### src/rtl/ttc_pkg.sv
// rtl/ttc_pkg.sv - shared TTC Channel B command codes, command classes and decode helper
package ttc_pkg;

    // Broadcast command codes, Brcst[7:2]
    localparam logic [5:0] CMD_TS_RESET    = 6'b001010;
    localparam logic [5:0] CMD_ASYNC_START = 6'b110000;
    localparam logic [5:0] CMD_ASYNC_STOP  = 6'b100000;

    // Fill-type opcodes carried in info[5:1] of a fill command
    localparam logic [4:0] FILL_OP_1 = 5'd1;
    localparam logic [4:0] FILL_OP_2 = 5'd2;
    localparam logic [4:0] FILL_OP_3 = 5'd3;
    localparam logic [4:0] FILL_OP_7 = 5'd7;

    // Fill type loaded on reset and loopback (muon)
    localparam logic [4:0] DEFAULT_FILL = FILL_OP_1;

    typedef enum logic [1:0] {
        FILL    = 2'd0,
        ASYNC   = 2'd1,
        TS_RST  = 2'd2,
        UNKNOWN = 2'd3
    } cmd_class_e;

    // Fill takes priority: any code with bit 0 set is a fill command.
    // Async start/stop differ only in bit 4, which becomes the enable value.
    function automatic cmd_class_e classify(input logic [5:0] info);
        cmd_class_e cls;
        if (info[0]) begin
            cls = FILL;
        end else if (info[5] && (info[3:0] == 4'b0000)) begin
            cls = ASYNC;
        end else if (info == CMD_TS_RESET) begin
            cls = TS_RST;
        end else begin
            cls = UNKNOWN;
        end
        return cls;
    endfunction

endpackage

### src/rtl/ttc_cmd_log_fifo.sv
// rtl/ttc_cmd_log_fifo.sv - synchronous first-word-fall-through FIFO with sticky overflow
//
// Ports:
//   clk, reset   clock, asynchronous active-high reset
//   clr          synchronous clear of pointers and overflow flag
//   wr_en/wr_data  write request; dropped when full unless a pop happens in the same cycle
//   rd_en        pop request; ignored while empty
//   rd_valid     FIFO non-empty, rd_data shows the head entry
//   overflow     sticky: a write was dropped
module ttc_cmd_log_fifo #(
    parameter int W     = 31,
    parameter int DEPTH = 16
) (
    input  logic         clk,
    input  logic         reset,
    input  logic         clr,
    input  logic         wr_en,
    input  logic [W-1:0] wr_data,
    input  logic         rd_en,
    output logic         rd_valid,
    output logic [W-1:0] rd_data,
    output logic         overflow
);

    localparam int AW = $clog2(DEPTH);
    localparam logic [AW:0] PTR_ONE = {{AW{1'b0}}, 1'b1};

    logic [W-1:0] mem_q [DEPTH];
    logic [AW:0]  wr_ptr_q, wr_ptr_d;
    logic [AW:0]  rd_ptr_q, rd_ptr_d;
    logic         ovf_q, ovf_d;
    logic         empty, full, push, pop;

    // Pointers carry one extra wrap bit to tell full from empty.
    assign empty = (wr_ptr_q == rd_ptr_q);
    assign full  = (wr_ptr_q[AW] != rd_ptr_q[AW]) &&
                   (wr_ptr_q[AW-1:0] == rd_ptr_q[AW-1:0]);
    assign pop   = rd_en && !empty;
    // A pop in the same cycle frees the slot the write needs.
    assign push  = wr_en && (!full || pop);

    always_comb begin
        wr_ptr_d = wr_ptr_q;
        rd_ptr_d = rd_ptr_q;
        ovf_d    = ovf_q;
        if (clr) begin
            wr_ptr_d = '0;
            rd_ptr_d = '0;
            ovf_d    = 1'b0;
        end else begin
            if (push) wr_ptr_d = wr_ptr_q + PTR_ONE;
            if (pop)  rd_ptr_d = rd_ptr_q + PTR_ONE;
            if (wr_en && !push) ovf_d = 1'b1;
        end
    end

    always_ff @(posedge clk or posedge reset) begin
        if (reset) begin
            wr_ptr_q <= '0;
            rd_ptr_q <= '0;
            ovf_q    <= 1'b0;
        end else begin
            wr_ptr_q <= wr_ptr_d;
            rd_ptr_q <= rd_ptr_d;
            ovf_q    <= ovf_d;
        end
    end

    always_ff @(posedge clk) begin
        if (push && !clr) begin
            mem_q[wr_ptr_q[AW-1:0]] <= wr_data;
        end
    end

    assign rd_valid = !empty;
    assign rd_data  = mem_q[rd_ptr_q[AW-1:0]];
    assign overflow = ovf_q;

endmodule

### src/rtl/ttc_broadcast_receiver_v2.sv
// rtl/ttc_broadcast_receiver_v2.sv - TTC Channel B broadcast command receiver with counters and optional command log
//
// Optional command log FIFO: define TTC_CMD_LOG_EN.
//
// Ports:
//   clk, reset             clock, asynchronous active-high reset
//   chan_b_info/valid      Brcst[7:2] command and its strobe
//   evt_count_reset        ECR strobe, independent of commands
//   ttc_loopback           synchronous clear of all state to reset values
//   thres_unknown_ttc      unknown-command error threshold
//   err_clear              clears the sticky error flag
//   fill_type/fill_pending active fill type, deferred value waiting for ECR
//   accept_pulse_triggers  async pulse storage enable
//   reset_trig_num/_timestamp  registered one-cycle pulses
//   known/unknown_cmd_count    saturating command counters
//   error_unknown_ttc      sticky unknown-count-over-threshold flag
//   log_rd_en/valid/data/overflow  command log FIFO (tied 0 when log disabled)
module ttc_broadcast_receiver_v2 #(
    parameter int         CNT_W        = 32,
    parameter logic [4:0] DEFAULT_FILL = ttc_pkg::DEFAULT_FILL,
    parameter bit         APPLY_ON_ECR = 1'b0,
    parameter int         TS_W         = 24,
    parameter int         LOG_DEPTH    = 16
) (
    input  logic              clk,
    input  logic              reset,
    input  logic [5:0]        chan_b_info,
    input  logic              chan_b_valid,
    input  logic              evt_count_reset,
    input  logic              ttc_loopback,
    input  logic [CNT_W-1:0]  thres_unknown_ttc,
    input  logic              err_clear,
    output logic [4:0]        fill_type,
    output logic              fill_pending,
    output logic              accept_pulse_triggers,
    output logic              reset_trig_num,
    output logic              reset_trig_timestamp,
    output logic [CNT_W-1:0]  known_cmd_count,
    output logic [CNT_W-1:0]  unknown_cmd_count,
    output logic              error_unknown_ttc,
    input  logic              log_rd_en,
    output logic              log_valid,
    output logic [TS_W+6:0]   log_data,
    output logic              log_overflow
);

    import ttc_pkg::*;

    localparam logic [CNT_W-1:0] CNT_ONE = {{(CNT_W-1){1'b0}}, 1'b1};
    localparam logic [TS_W-1:0]  TS_ONE  = {{(TS_W-1){1'b0}}, 1'b1};

    cmd_class_e cls;
    logic       cmd_fill, cmd_async, cmd_ts, cmd_unknown, cmd_known;
    logic [4:0] new_fill;

    logic [4:0]       fill_q, fill_d;
    logic [4:0]       pend_val_q, pend_val_d;
    logic             pend_q, pend_d;
    logic             apt_q, apt_d;
    logic             rtn_q, rtn_d;
    logic             rts_q, rts_d;
    logic [CNT_W-1:0] known_q, known_d;
    logic [CNT_W-1:0] unk_q, unk_d;
    logic             err_q, err_d;
    logic [TS_W-1:0]  ts_q, ts_d;

    assign cls         = classify(chan_b_info);
    assign cmd_fill    = chan_b_valid && (cls == FILL);
    assign cmd_async   = chan_b_valid && (cls == ASYNC);
    assign cmd_ts      = chan_b_valid && (cls == TS_RST);
    assign cmd_unknown = chan_b_valid && (cls == UNKNOWN);
    assign cmd_known   = cmd_fill || cmd_async || cmd_ts;
    assign new_fill    = chan_b_info[5:1];

    always_comb begin
        fill_d     = fill_q;
        pend_val_d = pend_val_q;
        pend_d     = pend_q;
        apt_d      = apt_q;
        rtn_d      = evt_count_reset;
        rts_d      = cmd_ts;
        known_d    = known_q;
        unk_d      = unk_q;
        err_d      = err_q;
        ts_d       = cmd_ts ? '0 : ts_q + TS_ONE;

        if (!APPLY_ON_ECR) begin
            if (cmd_fill) fill_d = new_fill;
        end else begin
            // A fill arriving with the ECR bypasses the pending slot.
            if (cmd_fill && evt_count_reset) begin
                fill_d = new_fill;
                pend_d = 1'b0;
            end else if (cmd_fill) begin
                pend_val_d = new_fill;
                pend_d     = 1'b1;
            end else if (evt_count_reset && pend_q) begin
                fill_d = pend_val_q;
                pend_d = 1'b0;
            end
        end

        if (cmd_async) apt_d = chan_b_info[4];

        if (cmd_known && (known_q != '1)) known_d = known_q + CNT_ONE;
        if (cmd_unknown && (unk_q != '1)) unk_d = unk_q + CNT_ONE;

        // Set has priority over clear while the condition holds.
        if (unk_q > thres_unknown_ttc) begin
            err_d = 1'b1;
        end else if (err_clear) begin
            err_d = 1'b0;
        end

        if (ttc_loopback) begin
            fill_d     = DEFAULT_FILL;
            pend_val_d = DEFAULT_FILL;
            pend_d     = 1'b0;
            apt_d      = 1'b0;
            rtn_d      = 1'b0;
            rts_d      = 1'b0;
            known_d    = '0;
            unk_d      = '0;
            err_d      = 1'b0;
            ts_d       = '0;
        end
    end

    always_ff @(posedge clk or posedge reset) begin
        if (reset) begin
            fill_q     <= DEFAULT_FILL;
            pend_val_q <= DEFAULT_FILL;
            pend_q     <= 1'b0;
            apt_q      <= 1'b0;
            rtn_q      <= 1'b0;
            rts_q      <= 1'b0;
            known_q    <= '0;
            unk_q      <= '0;
            err_q      <= 1'b0;
            ts_q       <= '0;
        end else begin
            fill_q     <= fill_d;
            pend_val_q <= pend_val_d;
            pend_q     <= pend_d;
            apt_q      <= apt_d;
            rtn_q      <= rtn_d;
            rts_q      <= rts_d;
            known_q    <= known_d;
            unk_q      <= unk_d;
            err_q      <= err_d;
            ts_q       <= ts_d;
        end
    end

    assign fill_type             = fill_q;
    assign fill_pending          = pend_q;
    assign accept_pulse_triggers = apt_q;
    assign reset_trig_num        = rtn_q;
    assign reset_trig_timestamp  = rts_q;
    assign known_cmd_count       = known_q;
    assign unknown_cmd_count     = unk_q;
    assign error_unknown_ttc     = err_q;

`ifdef TTC_CMD_LOG_EN
    logic            log_wr;
    logic [TS_W+6:0] log_wdata;

    // Entry uses the timestamp before this cycle's update.
    assign log_wr    = chan_b_valid || evt_count_reset;
    assign log_wdata = {ts_q, evt_count_reset, chan_b_valid ? chan_b_info : 6'b000000};

    ttc_cmd_log_fifo #(
        .W     (TS_W + 7),
        .DEPTH (LOG_DEPTH)
    ) u_log (
        .clk      (clk),
        .reset    (reset),
        .clr      (ttc_loopback),
        .wr_en    (log_wr),
        .wr_data  (log_wdata),
        .rd_en    (log_rd_en),
        .rd_valid (log_valid),
        .rd_data  (log_data),
        .overflow (log_overflow)
    );
`else
    localparam int unused_log_depth = LOG_DEPTH;
    logic unused_log_rd;
    assign unused_log_rd = log_rd_en;
    assign log_valid     = 1'b0;
    assign log_data      = '0;
    assign log_overflow  = 1'b0;
`endif

endmodule

### config.mk
export PLATFORM = sky130hd
export DESIGN_NAME = ttc_broadcast_receiver_v2
export DESIGN_NICKNAME = d
export VERILOG_FILES = /design/src/rtl/ttc_pkg.sv /design/src/rtl/ttc_cmd_log_fifo.sv /design/src/rtl/ttc_broadcast_receiver_v2.sv
export SDC_FILE = /design/constraint.sdc
export NUM_CORES = 1
export LEC_CHECK = 0
export CORE_AREA = 4 4 108 110
export DETAILED_ROUTE_END_ITERATION = 10
export DIE_AREA = 0 0 112 114
export GPL_ROUTABILITY_DRIVEN = 0
export PLACE_DENSITY = 0.79
export SYNTH_ARGS = -nofsm -noshare
export SYNTH_HDL_FRONTEND = slang
export SYNTH_SLANG_ARGS = --single-unit
### constraint.sdc
create_clock -name clk -period 2.35 [get_ports clk]
set_input_delay 0.235 -clock clk [delete_from_list [all_inputs] [get_ports clk]]
set_output_delay 0.235 -clock clk [all_outputs]
set_load 0.05 [all_outputs]
==> flow_metrics.tcl, run 1 <==
set metrics [dict create \
    die_w_um 112 \
    cts_tree "yes" \
    drive_above_1_share 0.1391 \
    grt_usage 0.2096 \
    cts-root-buf "clkbuf_8" \
    io_buffers 116 \
    grt_antenna_before_repair 0 \
    period_share 0.9533 \
    relSlewSlack 0.5718 \
    first_global_vias 4683 \
    routedWlPerCell_um 15.47 \
    rsz0062_at_grt "yes" \
    synthArstFlopShare 1.000 \
    overflow 0 \
    dieHeight_um 114 \
    synth_cell_types 53 \
    final_common_cell "clkdlybuf4s50_1" \
    fin_nets 800 \
    syn_inst 568 \
    startpoint_type "flip-flop" \
    grt_pass1_wl_um 22060 \
    yosys_warnings 0 \
    synth_top_flop_cell "dfrtp_1" \
    start_util 0.4611 \
    fp.coreArea_um2 10700 \
    clkTransAtPathRegs_ps 80 \
    max-vdd-ir-drop_mv 0.2485 \
    p_total_mw 2.605 \
    grt_max_degree 39 \
    fmax_ghz 0.4464 \
    htree_levels 3 \
    maxCapViolations 0 \
    via_per_inst 5.337 \
    mostFrequentLayoutCells "clkdlybuf4s50_1 (115), nor2_1 (69), dfrtp_1 (45), buf_4 (44), inv_1 (42)" \
    numCtsBuffers 9 \
    clock_latency_ps 350 \
    yosysSeqAreaShare 0.3706 \
    layout_setup_ws_ps 109.7 \
    fin_skew_ps 11.11 \
    cp_max_fo 6 \
    synth_edf_count 0 \
    setup_viol 0 \
    cts_buffer_depth 2 \
    io_pins 152 \
    powerDensity_nw_per_um2 392.4 \
    dieArea_um2 12770 \
    drt.antenna.violating_nets 0 \
    p_leak_nw 2.832 \
    avgSynthCellArea_um2 8.684 \
    endpoint_kind "flip-flop" \
    hold_violations 0 \
    cp_data_arrival_time_ps 2480 \
    drt-total-wl_um 13400 \
    cp.required_ps 2590 \
    tightestPinTransition_ps 637.5 \
    ys_seq_elements 73 \
    synth_top_cell_by_area "dfrtp_1" \
    drt_iter0_markers 211 \
    num_vias 4622 \
    num_rows 38 \
    netlist_area_um2 4932 \
    area_growth_pct 34.60 \
    first_pass_iters 4 \
    antennaDiodeCount 0 \
    min_path_type "in -> async" \
    dpl.hpwl_um 10260 \
    synth_top_area_share 0.3653 \
    fin_crit_ps 2240 \
    synth_area_leaders "dfrtp_1 (37%), ha_1 (8.6%), xnor2_1 (6.9%)" \
    place_ws_ps -229.1 \
    drv_slew 0 \
    cts.sinks 73 \
    critPathKind "reg -> reg" \
    outcome "finished clean" \
    drc 0 \
]
-- critical path, cell delays in order (launching register included) --
cell and delay, ps:
dfrtp_2 430, and3_1 240, nand2_1 90, or4b_1 580
nor4_2 380, nand3_1 120, mux2_2 280
-- per-layer routing --
metal,global-route usage,vias to the layer above,part of all wire
met2,0.3633,182,0.50
li1,-,2208,-
met3,0.05517,18,0.072
met1,0.2556,2214,0.41
met4,0.06811,0,0.013
met5,0,-,0
-- final cells by class --
type	count	area, µm²
multi-input combinational	433	2754
fill	921	4059
sequential	73	1862
timing repair buffer	161	1506
clock buffer	16	180.2
inverter	43	161.4
tap	140	175.2
-- repair_timing --
| item | CTS | global route |
|---|---|---|
| endpoints found under the setup margin | 0 | 7 |
| resized for setup | 0 | 3 |
| hold buffers | 0 | 0 |
| setup buffers | 0 | 0 |
-- report_power, final --
part	leakage [nW]	total (mW)	internal [mW]	switching (mW)
Sequential	0.968	1.27	1.27	0.00795
Clock	0.0910	0.923	0.473	0.450
Combinational	1.77	0.408	0.132	0.276
-- metrics by stage --
stage | instance area [µm²] | cells | hold WS [ps] | setup TNS, ps | utilization
2_1_floorplan | 5090 | 601 | 372.7 | 0 | -
3_3_place_gp | 6447 | 850 | 515.1 | -1658 | 0.6027
3_5_place_dp | 6447 | 850 | 530.2 | -3779 | 0.6027
4_1_cts | 6628 | 866 | 194.0 | 0 | 0.6195
5_1_grt | 6639 | 866 | 208.5 | -6.665 | 0.6206
6_report | 6639 | 866 | 194.9 | 0 | 0.6206
-- cells in the mapped netlist (2+ instances only) --
| library cell | instances |
|---|---|
| dfrtp_1 | 72 |
| nor2_1 | 69 |
| inv_1 | 43 |
| nand2_1 | 41 |
| xnor2_1 | 39 |
| buf_4 | 34 |
| ha_1 | 34 |
| nand3_1 | 31 |
| a21oi_1 | 27 |
| nand4_1 | 19 |
| nor3_1 | 18 |
| clkbuf_1 | 16 |
| xor2_1 | 14 |
| o21ai_0 | 12 |
| and3_1 | 11 |
| nor4_1 | 11 |
| and4_1 | 9 |
| or3_1 | 7 |
| a211oi_1 | 6 |
| nor2b_1 | 5 |
| nor3b_1 | 5 |
| nor4b_1 | 4 |
| nand2b_1 | 3 |
| or4_1 | 3 |
| a211o_1 | 2 |
| and2_1 | 2 |
| nor3_2 | 2 |
| o2111ai_1 | 2 |
| o31ai_1 | 2 |
| or3b_1 | 2 |
-- state kept, by name, summed over array words and instances (netlist names) --
signal	flops
unknown_cmd_count	32
accept_pulse_triggers	1
reset_trig_timestamp	1
reset_trig_num	1
known_cmd_count	32
error_unknown_ttc	1
fill_type	5
-- final timing paths --
path | to | slack [ps] | cells after the start | from
worst max-delay path | unknown_cmd_count[28] | 110 | 6 | unknown_cmd_count[2]
worst min-delay path | unknown_cmd_count[6] | 190 | 2 | reset
worst max register to register | unknown_cmd_count[28] | 110 | 6 | unknown_cmd_count[2]
worst min register to register | fill_type[4] | 530 | 2 | fill_type[4]
max in group asynchronous | fill_type[0] | 1480 | 3 | reset
min in group clk | unknown_cmd_count[8] | 390 | 2 | ttc_loopback
-- logic make-up (layout without fill, tap and decap cells) --
| logic type | Yosys count | count (layout) | synth area share |
|---|---|---|---|
| and+or+nand+nor | 250 | 250 | 0.2702 |
| buffers and inverters | 95 | 220 | 0.09842 |
| DFF | 73 | 73 | 0.3706 |
| AOI/OAI and AO/OA | 60 | 60 | 0.07534 |
| xor gates and xnor gates | 53 | 53 | 0.09412 |
| adders and majority gates | 34 | 34 | 0.08625 |
| muxes | 2 | 2 | 0.004312 |
| other | 1 | 34 | 0.0007603 |
(Power assumes the default switching activity.)
==> run 2: changes to the inputs <==
--- a/config.mk
+++ b/config.mk
@@ -13,3 +13,4 @@
 export SYNTH_ARGS = -nofsm -noshare
 export SYNTH_HDL_FRONTEND = slang
 export SYNTH_SLANG_ARGS = --single-unit
+export TNS_END_PERCENT = 10
==> flow_metrics.tcl, run 2 (synthesis gave the netlist of run 1 again) <==
set metrics [dict create \
    outcome "finished clean" \
    tns_ps 0 \
    start_util 0.4611 \
    cts_tree "yes" \
    switching_share 0.2737 \
    maxCapViolations 0 \
    grt_pass1_wl_um 21830 \
    critPathKind "reg -> reg" \
    p_leak_nw 2.906 \
    cts-root-buf "clkbuf_8" \
    drc 0 \
    drive_above_1_share 0.1235 \
    overflow 0 \
    cp.required_ps 2580 \
    utilization 0.6250 \
    rrSetupSlack_ps 60 \
    drt-total-wl_um 13480 \
    clock_latency_ps 360 \
    grt_max_degree 74 \
    grt_antenna_before_repair 0 \
    area_growth_pct 35.57 \
    seq_power_share 0.452 \
    dp.cells 853 \
    clkTransAtPathRegs_ps 80 \
    cts_buffer_depth 2 \
    pwr-share-comb 0.143 \
    setup_viol 0 \
    p_int_mw 2.046 \
    power.share.clock 0.405 \
    timing.rr.end "unknown_cmd_count[24]" \
    powerDensity_nw_per_um2 421.3 \
    routedWlPerCell_um 15.51 \
    r2r_cells 7 \
    tightestPinTransition_ps 642.8 \
    via_per_inst 5.253 \
    die_w_um 112 \
    holdBufCountCts 0 \
    drv_slew 0 \
    p_switching_uw 770.9 \
    drt_iter0_markers 221 \
    max-vdd-ir-drop_mv 0.2332 \
    mostFrequentLayoutCells "clkdlybuf4s50_1 (115), nor2_1 (69), dfrtp_1 (63), buf_4 (47), inv_1 (42)" \
    design_area_um2 6686 \
    cts.sinks 73 \
    fin_skew_ps 10.47 \
    first_global_vias 4551 \
    hold_violations 0 \
    num_vias 4565 \
    drt.antenna.violating_nets 0 \
    dieArea_um2 12770 \
    relSlewSlack 0.5682 \
    htree_levels 3 \
    r2r-start "unknown_cmd_count[2]" \
    fmax_ghz 0.4371 \
    endpoint_kind "flip-flop" \
    dpl.hpwl_um 10110 \
    cp_data_arrival_time_ps 2520 \
    io_buffers 116 \
    min_path_type "in -> async" \
    dieHeight_um 114 \
    num_rows 38 \
    period_share 0.9734 \
    holdWs_ps 265.3 \
    fin_crit_ps 2288 \
    numCtsBuffers 9 \
    startpoint_type "flip-flop" \
    placed_area_um2 6447 \
    grt_usage 0.2072 \
    io_pins 152 \
    cp_max_fo 6 \
    final_common_cell "clkdlybuf4s50_1" \
    antennaDiodeCount 0 \
    instances_no_fill 869 \
    first_pass_iters 5 \
    fp.coreArea_um2 10700 \
    fin_nets 803 \
]
[run 2: cell types whose count changed in the layout (fill, tap and decap cells not counted), moves of 2 or more]
| cell | change |
|---|---|
| dfrtp_1 | +18 |
| dfrtp_2 | -18 |
| clkbuf_1 | -4 |
| buf_4 | +3 |
| bufinv_16 | +2 |
| clkinv_2 | +2 |
[run 2: how the worst max path moves through the flow]
stage,start,endpoint,cells past startpoint
after detailed placement,chan_b_info[5],known_cmd_count[21],8
after global routing,unknown_cmd_count[2],unknown_cmd_count[30],7
after CTS,unknown_cmd_count[26],error_unknown_ttc,9
final,unknown_cmd_count[2],unknown_cmd_count[24],7
after floorplan,unknown_cmd_count[8],unknown_cmd_count[28],7
after global placement,chan_b_info[5],unknown_cmd_count[22],8
[run 2: timing repair]
item / 4_1_cts / 5_1_grt
gates resized for setup: 0 / 3
endpoints found under the setup margin: 0 / 7
buffers inserted: 0 / 0
[run 2: power groups by stage]
stage / sequential [mW] / clock (mW) / combinational, mW
after floorplan: 1.33 / 0 / 0.269
after global placement: 1.30 / 0 / 0.394
after detailed placement: 1.30 / 0 / 0.401
after CTS: 1.27 / 1.16 / 0.403
after global routing: 1.28 / 1.21 / 0.433
final: 1.27 / 1.14 / 0.402
[run 2: metal layers]
metal | part of all wire | vias to the layer above | global-route usage
met1 | 0.42 | 2145 | 0.2578
met3 | 0.069 | 26 | 0.05358
met5 | 0 | - | 0
li1 | - | 2217 | -
met2 | 0.50 | 177 | 0.3597
met4 | 0.017 | 0 | 0.05529
[run 2: metrics by stage]
| step | worst slack [ps] | total power [mW] |
|---|---|---|
| 3_3_place_gp | -155.7 | 1.692 |
| 4_1_cts | 45.52 | 2.833 |
| 6_report | 62.44 | 2.817 |
| 3_5_place_dp | -226.4 | 1.701 |
| 2_1_floorplan | -88.13 | 1.602 |
| 5_1_grt | -14.31 | 2.922 |
[run 2: cell type report]
cell class                      count  area, µm²
Fill cell                         914       4011
Multi-Input combinational cell    433       2753
Sequential cell                    73       1839
Timing Repair Buffer              164       1529
Tap cell                          140      175.2
Inverter                           43      161.4
Clock buffer                       11      151.4
Clock inverter                      5      77.57
[run 2: critical path, stage by stage (launching register included)]
cell     delay (ps)
dfrtp_2         430
and3_1          240
nand2_1         100
or4b_1          620
buf_4           210
nor4_1          350
xnor2_1         170
nor2_1           60
